### config.mk
export PLATFORM = sky130hd
export DESIGN_NAME = enc_8to3_pending
export DESIGN_NICKNAME = d
export VERILOG_FILES = /design/src/rtl/enc_pkg.sv /design/src/rtl/pri_sel_8to3.sv /design/src/rtl/enc_8to3_pending.sv
export SDC_FILE = /design/constraint.sdc
export NUM_CORES = 1
export LEC_CHECK = 0
export ABC_CLOCK_PERIOD_IN_PS = 3600
export CAP_MARGIN = 20
export CORE_MARGIN = 1.5
export CORE_UTILIZATION = 51
export CTS_BUF_LIST = sky130_fd_sc_hd__clkbuf_16
export CTS_CLUSTER_DIAMETER = 50
export DETAILED_ROUTE_END_ITERATION = 7
export GPL_TIMING_DRIVEN = 0
export PLACE_DENSITY = 0.8
export SLEW_MARGIN = 40
export SYNTH_ARGS = -nofsm -noshare
export SYNTH_HDL_FRONTEND = slang
export SYNTH_SLANG_ARGS = --single-unit
### constraint.sdc
create_clock -name clk -period 3.6 [get_ports clk]
set_input_delay 0.36 -clock clk [delete_from_list [all_inputs] [get_ports clk]]
set_output_delay 0.36 -clock clk [all_outputs]
set_load 0.01 [all_outputs]
### src/rtl/enc_pkg.sv
// Shared constants and FSM state type for the 8-to-3 pending-request encoder.
package enc_pkg;
    localparam int N_REQ  = 8;
    localparam int CODE_W = 3;

    typedef enum logic [0:0] {
        IDLE    = 1'b0,
        PRESENT = 1'b1
    } state_t;
endpackage

### src/rtl/pri_sel_8to3.sv
// Combinational priority selector: picks one set bit of pending, lowest or highest index first.
module pri_sel_8to3
    import enc_pkg::*;
(
    input  logic [N_REQ-1:0]  pending,
    input  logic              prio_lsb,
    output logic [CODE_W-1:0] index,
    output logic              found
);

    always_comb begin
        index = '0;
        found = |pending;
        // Scan toward the winning end so the last hit overwrites earlier ones.
        if (prio_lsb) begin
            for (int i = N_REQ - 1; i >= 0; i--) begin
                if (pending[i]) begin
                    index = CODE_W'(i);
                end
            end
        end else begin
            for (int i = 0; i < N_REQ; i++) begin
                if (pending[i]) begin
                    index = CODE_W'(i);
                end
            end
        end
    end

endmodule

### src/rtl/enc_8to3_pending.sv
// Edge-captured request encoder: latches rising edges of req as pending bits and
// presents them one at a time as a binary code with a valid/ack handshake.
module enc_8to3_pending
    import enc_pkg::*;
#(
    parameter bit PRIO_LSB = 1'b1
) (
    input  logic              clk,
    input  logic              rst,
    input  logic              en,
    input  logic [N_REQ-1:0]  req,
    input  logic              ack,
    output logic [CODE_W-1:0] code,
    output logic              valid,
    output logic              any_pending,
    output logic              overflow
);

    state_t              state_q, state_d;
    logic [N_REQ-1:0]    req_q, req_d;
    logic [N_REQ-1:0]    pending_q, pending_d;
    logic [CODE_W-1:0]   code_q, code_d;
    logic                overflow_q, overflow_d;

    logic [N_REQ-1:0]    edge_set;
    logic [N_REQ-1:0]    clr_mask;
    logic                ack_take;
    logic [CODE_W-1:0]   sel_index;
    logic                sel_found;

    assign ack_take = (state_q == PRESENT) && ack;

    genvar gi;
    generate
        for (gi = 0; gi < N_REQ; gi++) begin : g_bit
            assign edge_set[gi] = en && req[gi] && !req_q[gi];
            assign clr_mask[gi] = ack_take && (code_q == CODE_W'(gi));
        end
    endgenerate

    pri_sel_8to3 u_pri_sel (
        .pending  (pending_q),
        .prio_lsb (PRIO_LSB),
        .index    (sel_index),
        .found    (sel_found)
    );

    always_comb begin
        req_d      = req;
        // Set beats clear, so a re-request during its own ack stays pending.
        pending_d  = (pending_q & ~clr_mask) | edge_set;
        overflow_d = overflow_q | (|(edge_set & pending_q & ~clr_mask));
        state_d    = state_q;
        code_d     = code_q;
        case (state_q)
            IDLE: begin
                if (sel_found) begin
                    state_d = PRESENT;
                    code_d  = sel_index;
                end else begin
                    code_d  = '0;
                end
            end
            PRESENT: begin
                if (ack) begin
                    state_d = IDLE;
                    code_d  = '0;
                end
            end
            default: begin
                state_d = IDLE;
                code_d  = '0;
            end
        endcase
    end

    always_ff @(posedge clk) begin
        if (rst) begin
            state_q    <= IDLE;
            req_q      <= '0;
            pending_q  <= '0;
            code_q     <= '0;
            overflow_q <= 1'b0;
        end else begin
            state_q    <= state_d;
            req_q      <= req_d;
            pending_q  <= pending_d;
            code_q     <= code_d;
            overflow_q <= overflow_d;
        end
    end

    assign code        = code_q;
    assign valid       = (state_q == PRESENT);
    assign any_pending = |pending_q;
    assign overflow    = overflow_q;

endmodule

---- After elaboration in Yosys (flattened, before gate mapping) ----
Index checks and enable logic that the tools add are counted.
storage, ports and cells
  bits in registers ....................... 21
  bits of input ports ..................... 12
  output and inout port bits .............. 6
operators by class
  bitwise gates (word level) .............. 7
  muxes and demuxes ....................... 14
  equality and inequality tests ........... 8
  reduce and logical (&&, ||, !) cells .... 36
operators by type and width
  operator                                        number
  two-way mux 3 bit                               10
  logical AND 1 bit                               25
  AND 8 bit                                       3
  OR reduction 8 bit                              2
  == test 3 bit (second input constant)           4
  zero test 1 bit                                 8
  inverter 8 bit                                  1
  bitwise OR 8 bit                                1
  == test 3 x 2 -> 1 bit (second input constant)  2
  case mux 3 bit (2 select lines)                 1
  == test 3 x 1 -> 1 bit (second input constant)  1
  zero test 3 bit                                 1
  two-way mux 1 bit                               2
  inequality test 2 bit (second input constant)   1
  case mux 1 bit (2 select lines)                 1
  inverter 1 bit                                  1
  bitwise OR 1 bit                                1

---- Depth between registers and ports, before layout ----
Gate-level depths: netlist of the first run.
  depth after elaboration ................. 10
  gate-level depth with buffers ........... 5
  mapped depth without buffers ............ 5

---- By module ----
A second synthesis of the first run with hierarchy kept.
unflattened totals
  cells, all modules ...................... 110
  area, all modules ....................... 958.4 um2
modules (own cells, without submodules)
  module            sequential area each (um2)  times used  cells each  area each (um2)
  enc_8to3_pending  420.4                       1           89          834.6
  pri_sel_8to3      0.0                         1           21          123.9

---- Least setup slack after synthesis of the first run ----
Ideal clock, no wire load.
  kind .................................... reg-to-reg
  start ................................... reg code_q[0], in the netlist code[0]
  end ..................................... reg overflow_q, in the netlist overflow
  data required time ...................... 3468 ps
  path slack .............................. 2280 ps
  buffers on the path ..................... 0
  cell stages (with the launch flop) ...... 6
  clock period less this slack ............ 1320 ps
  library setup time ...................... 132 ps
  data arrival time ....................... 1188 ps
  cells stage by stage .................... dfxtp_1 or2b_1 o21ai_0 o22ai_1 nor3_1 a21oi_1
between the ends
  cells in the longest elaborated chain, start to end .. 6
  elaborated cells between the ends (all ways) .. 20
ends and longest elaborated chain
  item                                                  line                    RTL
  start, declared                                       enc_8to3_pending.sv:22  logic [CODE_W-1:0] code_q, code_d;
  start signal, assigned                                enc_8to3_pending.sv:88  code_q <= code_d;
  == test 3 x 1 -> 1 bit, or another cell as far along  enc_8to3_pending.sv:37  assign clr_mask[gi] = ack_take && (code_q == CODE_W'(gi));
  logical AND 1 bit                                     enc_8to3_pending.sv:37
  inverter 8 bit *                                      enc_8to3_pending.sv:52  overflow_d = overflow_q | (|(edge_set & pending_q & ~clr_mask));
  AND 8 bit *                                           enc_8to3_pending.sv:52
  OR reduction 8 bit *                                  enc_8to3_pending.sv:52
  bitwise OR 1 bit *                                    enc_8to3_pending.sv:52
  end signal, assigned                                  enc_8to3_pending.sv:89  overflow_q <= overflow_d;
  end, declared                                         enc_8to3_pending.sv:23  logic overflow_q, overflow_d;
Every way passes the cells marked *; elsewhere a longest branch is shown, timed or not.
A chain may end at the register's enable or synchronous reset.

---- Final worst setup path of the first run ----
  start ................................... reg pending_q[5]
  end ..................................... out any_pending
between the ends
  cells in the longest elaborated chain, start to end .. 1
ends and longest elaborated chain
  item                    line                    RTL
  start, declared         enc_8to3_pending.sv:21  logic [N_REQ-1:0] pending_q, pending_d;
  start signal, assigned  enc_8to3_pending.sv:87  pending_q <= pending_d;
  OR reduction 8 bit      enc_8to3_pending.sv:95  assign any_pending = |pending_q;
  end, declared           enc_8to3_pending.sv:15  output logic any_pending,
No other way between the ends.

==> impl_metrics.py, run 1 <==
metrics = {
    "yosys": {
        "synth.distinct_cells": 25,
        "syn_inst": 95,
        "yosys_warnings": 0,
        "async_flop_share_pct": 0,
        "synth_fp_nets": 107,
        "synth_flop_cell": "dfxtp_1",
        "synth_edf_count": 0,
        "syn_area_um2": 850.8,
        "postSynthAreaPerCell_um2": 8.956,
        "synth_seq_area_share_pct": 49.41,
        "ys_ff_latch": 21,
    },
    "detailed_routing": {
        "ant_nets": 0,
        "routed-via-count": 778,
        "vias_per_cell": 5.939,
        "wl_per_cell_um": 14.01,
        "wl_mm": 1.835,
        "drc": 0,
        "detail_route.iter0.violations": 19,
        "dr.pass1.iters": 5,
    },
    "cts": {
        "clk_latency_ns": 0.25,
        "cts_root_buf": "clkbuf_16",
        "tritoncts": "yes",
        "ctsHoldBuffers": 0,
        "h-tree-depth": 1,
        "cts_made_buffers": 3,
        "cts.sinks": 21,
        "cts_setup_buffers": 0,
        "cts_resized": 0,
        "cts_buffer_depth": 2,
        "path_clk_slew_ns": 0.05,
    },
    "sta": {
        "max_slew_margin_pct": 69.31,
        "finalCritPeriodShare_pct": 57.66,
        "holdWs_ns": 0.5192,
        "tightest_slew_ns": 0.4604,
        "finalHoldViolCount": 0,
        "fmax_ghz": 0.4817,
        "setup_slack_ns": 1.524,
        "tns_ns": 0,
        "drv_slew": 0,
        "min_period_ns": 2.076,
        "rsz0062_at_grt": "false",
        "skew_ns": 0.002357,
        "setup_viol": 0,
    },
    "grt": {
        "grt_max_degree": 13,
        "grt_use_total_pct": 22.61,
        "antenna_found_initial": 0,
        "grt_pass1_wl_mm": 3.105,
        "grt_pass1_vias": 747,
        "gr-total-overflow": 0,
    },
    "hold_path": {
        "hp-class": "reg -> reg",
    },
    "layout": {
        "drive_above_1_share_pct": 4.348,
        "areaGrowthSynthToFinish_pct": 30.59,
        "diodes": 0,
        "utilization_pct": 72.08,
        "layout_commonest_cell": "dfxtp_1",
        "num-fill-cells": 131,
        "nets": 128,
        "layout_common_cells": "dfxtp_1, clkdlybuf4s50_1, a21oi_1",
    },
    "die": {
        "die_w_um": 43.85,
        "start_util_pct": 55.19,
        "ioPinCount": 18,
        "die_h_um": 43.85,
        "core_region_area_mm2": 0.001541,
        "die_area_mm2": 0.001922,
        "rows": 14,
    },
    "run_status": {
        "status": "completed",
    },
    "placed_design": {
        "pre_cts_slack_ns": 1.565,
        "dp_hpwl_mm": 1.332,
        "port_buffers": 16,
        "place.gp.congestion": 0.8706,
    },
    "setup_path": {
        "arrival_ns": 1.72,
        "cp_max_fo": 4,
        "cp.required_ns": 3.24,
        "cp-end-kind": "output port",
        "crit_type": "reg -> out",
        "worstSetupStartpointType": "register",
    },
    "run": {
        "cap_violations": 0,
    },
    "pwr": {
        "pwr_density_cell_mw_per_mm2": 523.2,
        "leakagePower_nw": 0.3977,
        "power_mw": 0.5813,
        "vdd_drop_max_uv": 374.9,
    },
}
## per-layer routing
layer / global-route usage (%) / part of all wire (%)
met4: 15.76 / 2.8
met5: 0 / 0
met3: 5.000 / 4.1
met1: 26.11 / 44
met2: 36.76 / 48
## flip-flops by register name (all words and copies together) (netlist names)
name / flops
pending_q: 8
req_q: 8
code: 3
overflow: 1
valid: 1
## power by group
part	internal [mW]	total (mW)	leakage (nW)	switching, mW
logic	0.0467	0.0850	0.183	0.0382
clock network	0.149	0.231	0.0409	0.0821
registers	0.249	0.265	0.174	0.0158
total	0.445	0.581	0.398	0.136
## Yosys cell counts (all sizes together) (2+ instances only)
| master | number | area [um^2] |
|---|---|---|
| inv | 2 | 7.510 |
| nor2 | 9 | 33.78 |
| nand2 | 3 | 11.26 |
| clkbuf | 3 | 11.26 |
| nor2b | 9 | 56.30 |
| a21oi | 11 | 55.05 |
| nand2b | 2 | 12.51 |
| nand3b | 9 | 67.56 |
| nand3 | 2 | 10.01 |
| o21ai | 6 | 30.03 |
| o21bai | 2 | 15.01 |
| nor3b | 2 | 15.01 |
| nor3 | 2 | 10.01 |
| dfxtp | 21 | 420.4 |
| o31ai | 4 | 35.03 |
## kinds of logic (layout without fill, tap and decap cells)
group                  Yosys count  count (layout)  synth area share (%)
AO/OA/AOI/OAI                   29              29                 21.32
AND/OR/NAND/NOR                 40              40                 27.06
buffers and inverters            5              25                 2.206
flip-flops                      21              21                 49.41
## worst max-delay path: stages (launching register included)
cell and delay, ns:
dfxtp_1 0.34, nor4_1 0.40, nand3_1 0.20, clkdlybuf4s50_1 0.52
## path summary, 6_finish.rpt
path / start / cells after the start / slack (ns) / to
setup / recovery: pending_q[5] / 3 / 1.52 / any_pending
hold / removal: req_q[3] / 2 / 0.52 / pending_q[3]
setup reg to reg: valid / 5 / 1.98 / overflow
hold reg to reg: req_q[3] / 2 / 0.52 / pending_q[3]
## layout make-up
type                       count  area [um^2]  area share, %
sequential                    21        420.4          37.84
multi-input combinational     69        411.6          37.05
timing repair buffer          16        160.2          14.41
clock buffer                   3        75.07          6.757
tap                           16        20.02          1.802
buffer                         3        11.26          1.014
inverter                       2        7.507         0.6757
clock inverter                 1        5.005         0.4504
## stage by stage
stage	std cells	cell area (um^2)
after CTS	131	1111
after global routing	131	1111
after floorplan	95	850.8
after detailed placement	127	1031
final	131	1111
after global placement	127	1031
(Power assumes the default switching activity.)
==> run 2: changes to the inputs <==
--- a/config.mk
+++ b/config.mk
@@ -5,15 +5,15 @@
 export SDC_FILE = /design/constraint.sdc
 export NUM_CORES = 1
 export LEC_CHECK = 0
-export ABC_CLOCK_PERIOD_IN_PS = 3600
+export ABC_CLOCK_PERIOD_IN_PS = 1750
 export CAP_MARGIN = 20
 export CORE_MARGIN = 1.5
-export CORE_UTILIZATION = 51
+export CORE_UTILIZATION = 43
 export CTS_BUF_LIST = sky130_fd_sc_hd__clkbuf_16
 export CTS_CLUSTER_DIAMETER = 50
 export DETAILED_ROUTE_END_ITERATION = 7
 export GPL_TIMING_DRIVEN = 0
-export PLACE_DENSITY = 0.8
+export PLACE_DENSITY = 0.72
 export SLEW_MARGIN = 40
 export SYNTH_ARGS = -nofsm -noshare
 export SYNTH_HDL_FRONTEND = slang
==> constraint.sdc (replaced) <==
create_clock -name clk -period 1.75 [get_ports clk]
set_input_delay 0.175 -clock clk [delete_from_list [all_inputs] [get_ports clk]]
set_output_delay 0.175 -clock clk [all_outputs]
set_load 0.01 [all_outputs]
==> run 2 against run 1 <==
Effect of this change: sequential share of layout area is 0.50 points lower; core utilization is 8.9 points lower; design area is 1.4% higher; cell count is 6.9% higher; register-to-register slack worse by 1.8 ns; non-clock buffer count stayed put; first-iteration DRC count is 11% higher; total power is 100% higher; combinational power is 100% higher; critical path type unchanged.
==> impl_metrics.py, run 2 (synthesis gave the netlist of run 1 again) <==
metrics = {
    "pwr": {
        "vdd_drop_max_uv": 542.0,
        "comb_power_share_pct": 14.5,
        "pwr_density_cell_mw_per_mm2": 1055,
        "switchingPower_mw": 0.2762,
        "power_mw": 1.188,
        "leakagePower_nw": 0.4000,
        "pwr-share-clk_pct": 39.6,
        "intPower_mw": 0.9121,
        "switching_share_pct": 23.24,
        "p_seq_share_pct": 45.9,
    },
    "layout": {
        "diodes": 0,
        "nets": 128,
        "layout_commonest_cell": "dfxtp_1",
        "drive_above_1_share_pct": 4.348,
        "layout_common_cells": "dfxtp_1, clkdlybuf4s50_1, a21oi_1",
        "areaGrowthSynthToFinish_pct": 32.35,
    },
    "setup_path": {
        "reg2reg_slack_ns": 0.21,
        "cp-end-kind": "output port",
        "crit_path_max_incr_delay_ns": 0.35,
        "cp.required_ns": 1.57,
        "worstSetupStartpointType": "register",
        "crit_chain": "nor4_2 -> nand3_1 -> dlygate4sd2_1",
        "path_depth": 3,
        "r2r-start": "valid",
        "reg2reg_depth": 5,
        "path_delay_family": "simple AND/OR/NAND/NOR gates",
        "worst-path-buf-inv": 1,
        "rr_endpoint": "overflow",
        "crit_slowest_cell": "dfxtp_1",
        "arrival_ns": 1.40,
        "crit_type": "reg -> out",
        "cp_max_fo": 4,
    },
    "detailed_routing": {
        "ant_nets": 0,
        "wl_mm": 1.814,
        "wl_per_cell_um": 12.96,
        "dr.pass1.iters": 4,
        "drc": 0,
        "vias_per_cell": 5.250,
        "detail_route.iter0.violations": 21,
        "routed-via-count": 735,
    },
    "cts": {
        "path_clk_slew_ns": 0.06,
        "cts.sinks": 21,
        "h-tree-depth": 1,
        "ctsHoldBuffers": 0,
        "tritoncts": "yes",
        "cts_made_buffers": 3,
        "cts_buffer_depth": 2,
        "clk_latency_ns": 0.25,
        "cts_setup_buffers": 0,
        "cts_root_buf": "clkbuf_16",
        "cts_resized": 2,
    },
    "sta": {
        "finalHoldViolCount": 0,
        "tightest_slew_ns": 0.4908,
        "min_period_ns": 1.571,
        "tns_ns": 0,
        "max_slew_margin_pct": 67.28,
        "fmax_ghz": 0.6366,
        "skew_ns": 0.002435,
        "setup_slack_ns": 0.1792,
        "rsz0062_at_grt": "false",
        "setup_viol": 0,
        "finalCritPeriodShare_pct": 89.76,
        "drv_slew": 0,
    },
    "grt": {
        "grt_use_total_pct": 19.10,
        "grt_max_degree": 12,
        "antenna_found_initial": 0,
        "gr-total-overflow": 0,
        "grt_pass1_wl_mm": 2.953,
        "grt_pass1_vias": 677,
    },
    "run": {
        "cap_violations": 0,
    },
    "placed_design": {
        "dp_hpwl_mm": 1.229,
        "place.gp.congestion": 0.8148,
        "port_buffers": 16,
        "pre_cts_slack_ns": -0.02859,
    },
    "die": {
        "start_util_pct": 47.72,
        "die_area_mm2": 0.002254,
        "core_region_area_mm2": 0.001783,
        "die_h_um": 47.48,
        "die_w_um": 47.48,
        "ioPinCount": 18,
        "rows": 15,
    },
    "hold_path": {
        "hold_end": "pending_q[6]",
        "min-delay-start": "en",
        "min_path_cells": 3,
        "hp-class": "in -> reg",
    },
    "run_status": {
        "status": "completed",
    },
}
[run 2: worst max path at each step]
stage                 startpoint           to  slack [ns]
global route               valid     overflow        0.02
detailed placement           ack     overflow       -0.03
finish              pending_q[5]  any_pending        0.18
global placement             ack     overflow       0.004
CTS                 pending_q[5]  any_pending        0.18
floorplan                code[0]     overflow        0.43
[run 2: power groups by stage]
stage	clock network, mW	registers [mW]	logic [mW]
floorplan	0	0.553	0.0937
global placement	0	0.553	0.171
detailed placement	0	0.553	0.172
CTS	0.477	0.545	0.174
global route	0.493	0.551	0.192
finish	0.470	0.546	0.172
[run 2: routing by layer]
metal | vias to the layer above | routed length (um) | global-route usage (%) | part of all wire, %
met2 | 12 | 918 | 33.78 | 51
met1 | 339 | 828 | 23.13 | 46
met3 | 2 | 56 | 3.396 | 3.1
li1 | 382 | - | - | -
met4 | 0 | 11 | 6.667 | 0.61
met5 | - | 0 | 0 | 0
[run 2: cell type report]
type,instances,area (um^2)
fillers,147,656.9
flip-flops and latches,21,420.4
multi-input cells,69,417.9
repair buffers,16,158.9
clock buffers,3,75.07
well taps,25,31.28
plain buffers,3,11.26
inverters,2,7.507
clock inverters,1,3.754
[run 2: stage by stage]
stage               instances  hold WS (ns)  area, um^2  util (%)
global route              140        0.4074        1126     63.16
detailed placement        136        0.5063        1042     58.46
finish                    140        0.3722        1126     63.16
CTS                       140        0.3580        1126     63.16
floorplan                  95        0.2466       850.8         -
global placement          136        0.4917        1042     58.46
[run 2: worst reg2reg max path, stage by stage (launching register included)]
cell and delay, ns:
dfxtp_1 0.45, nand3b_1 0.20, o21ai_0 0.31, nor3b_1 0.09, o31ai_1 0.27, a21oi_1 0.10
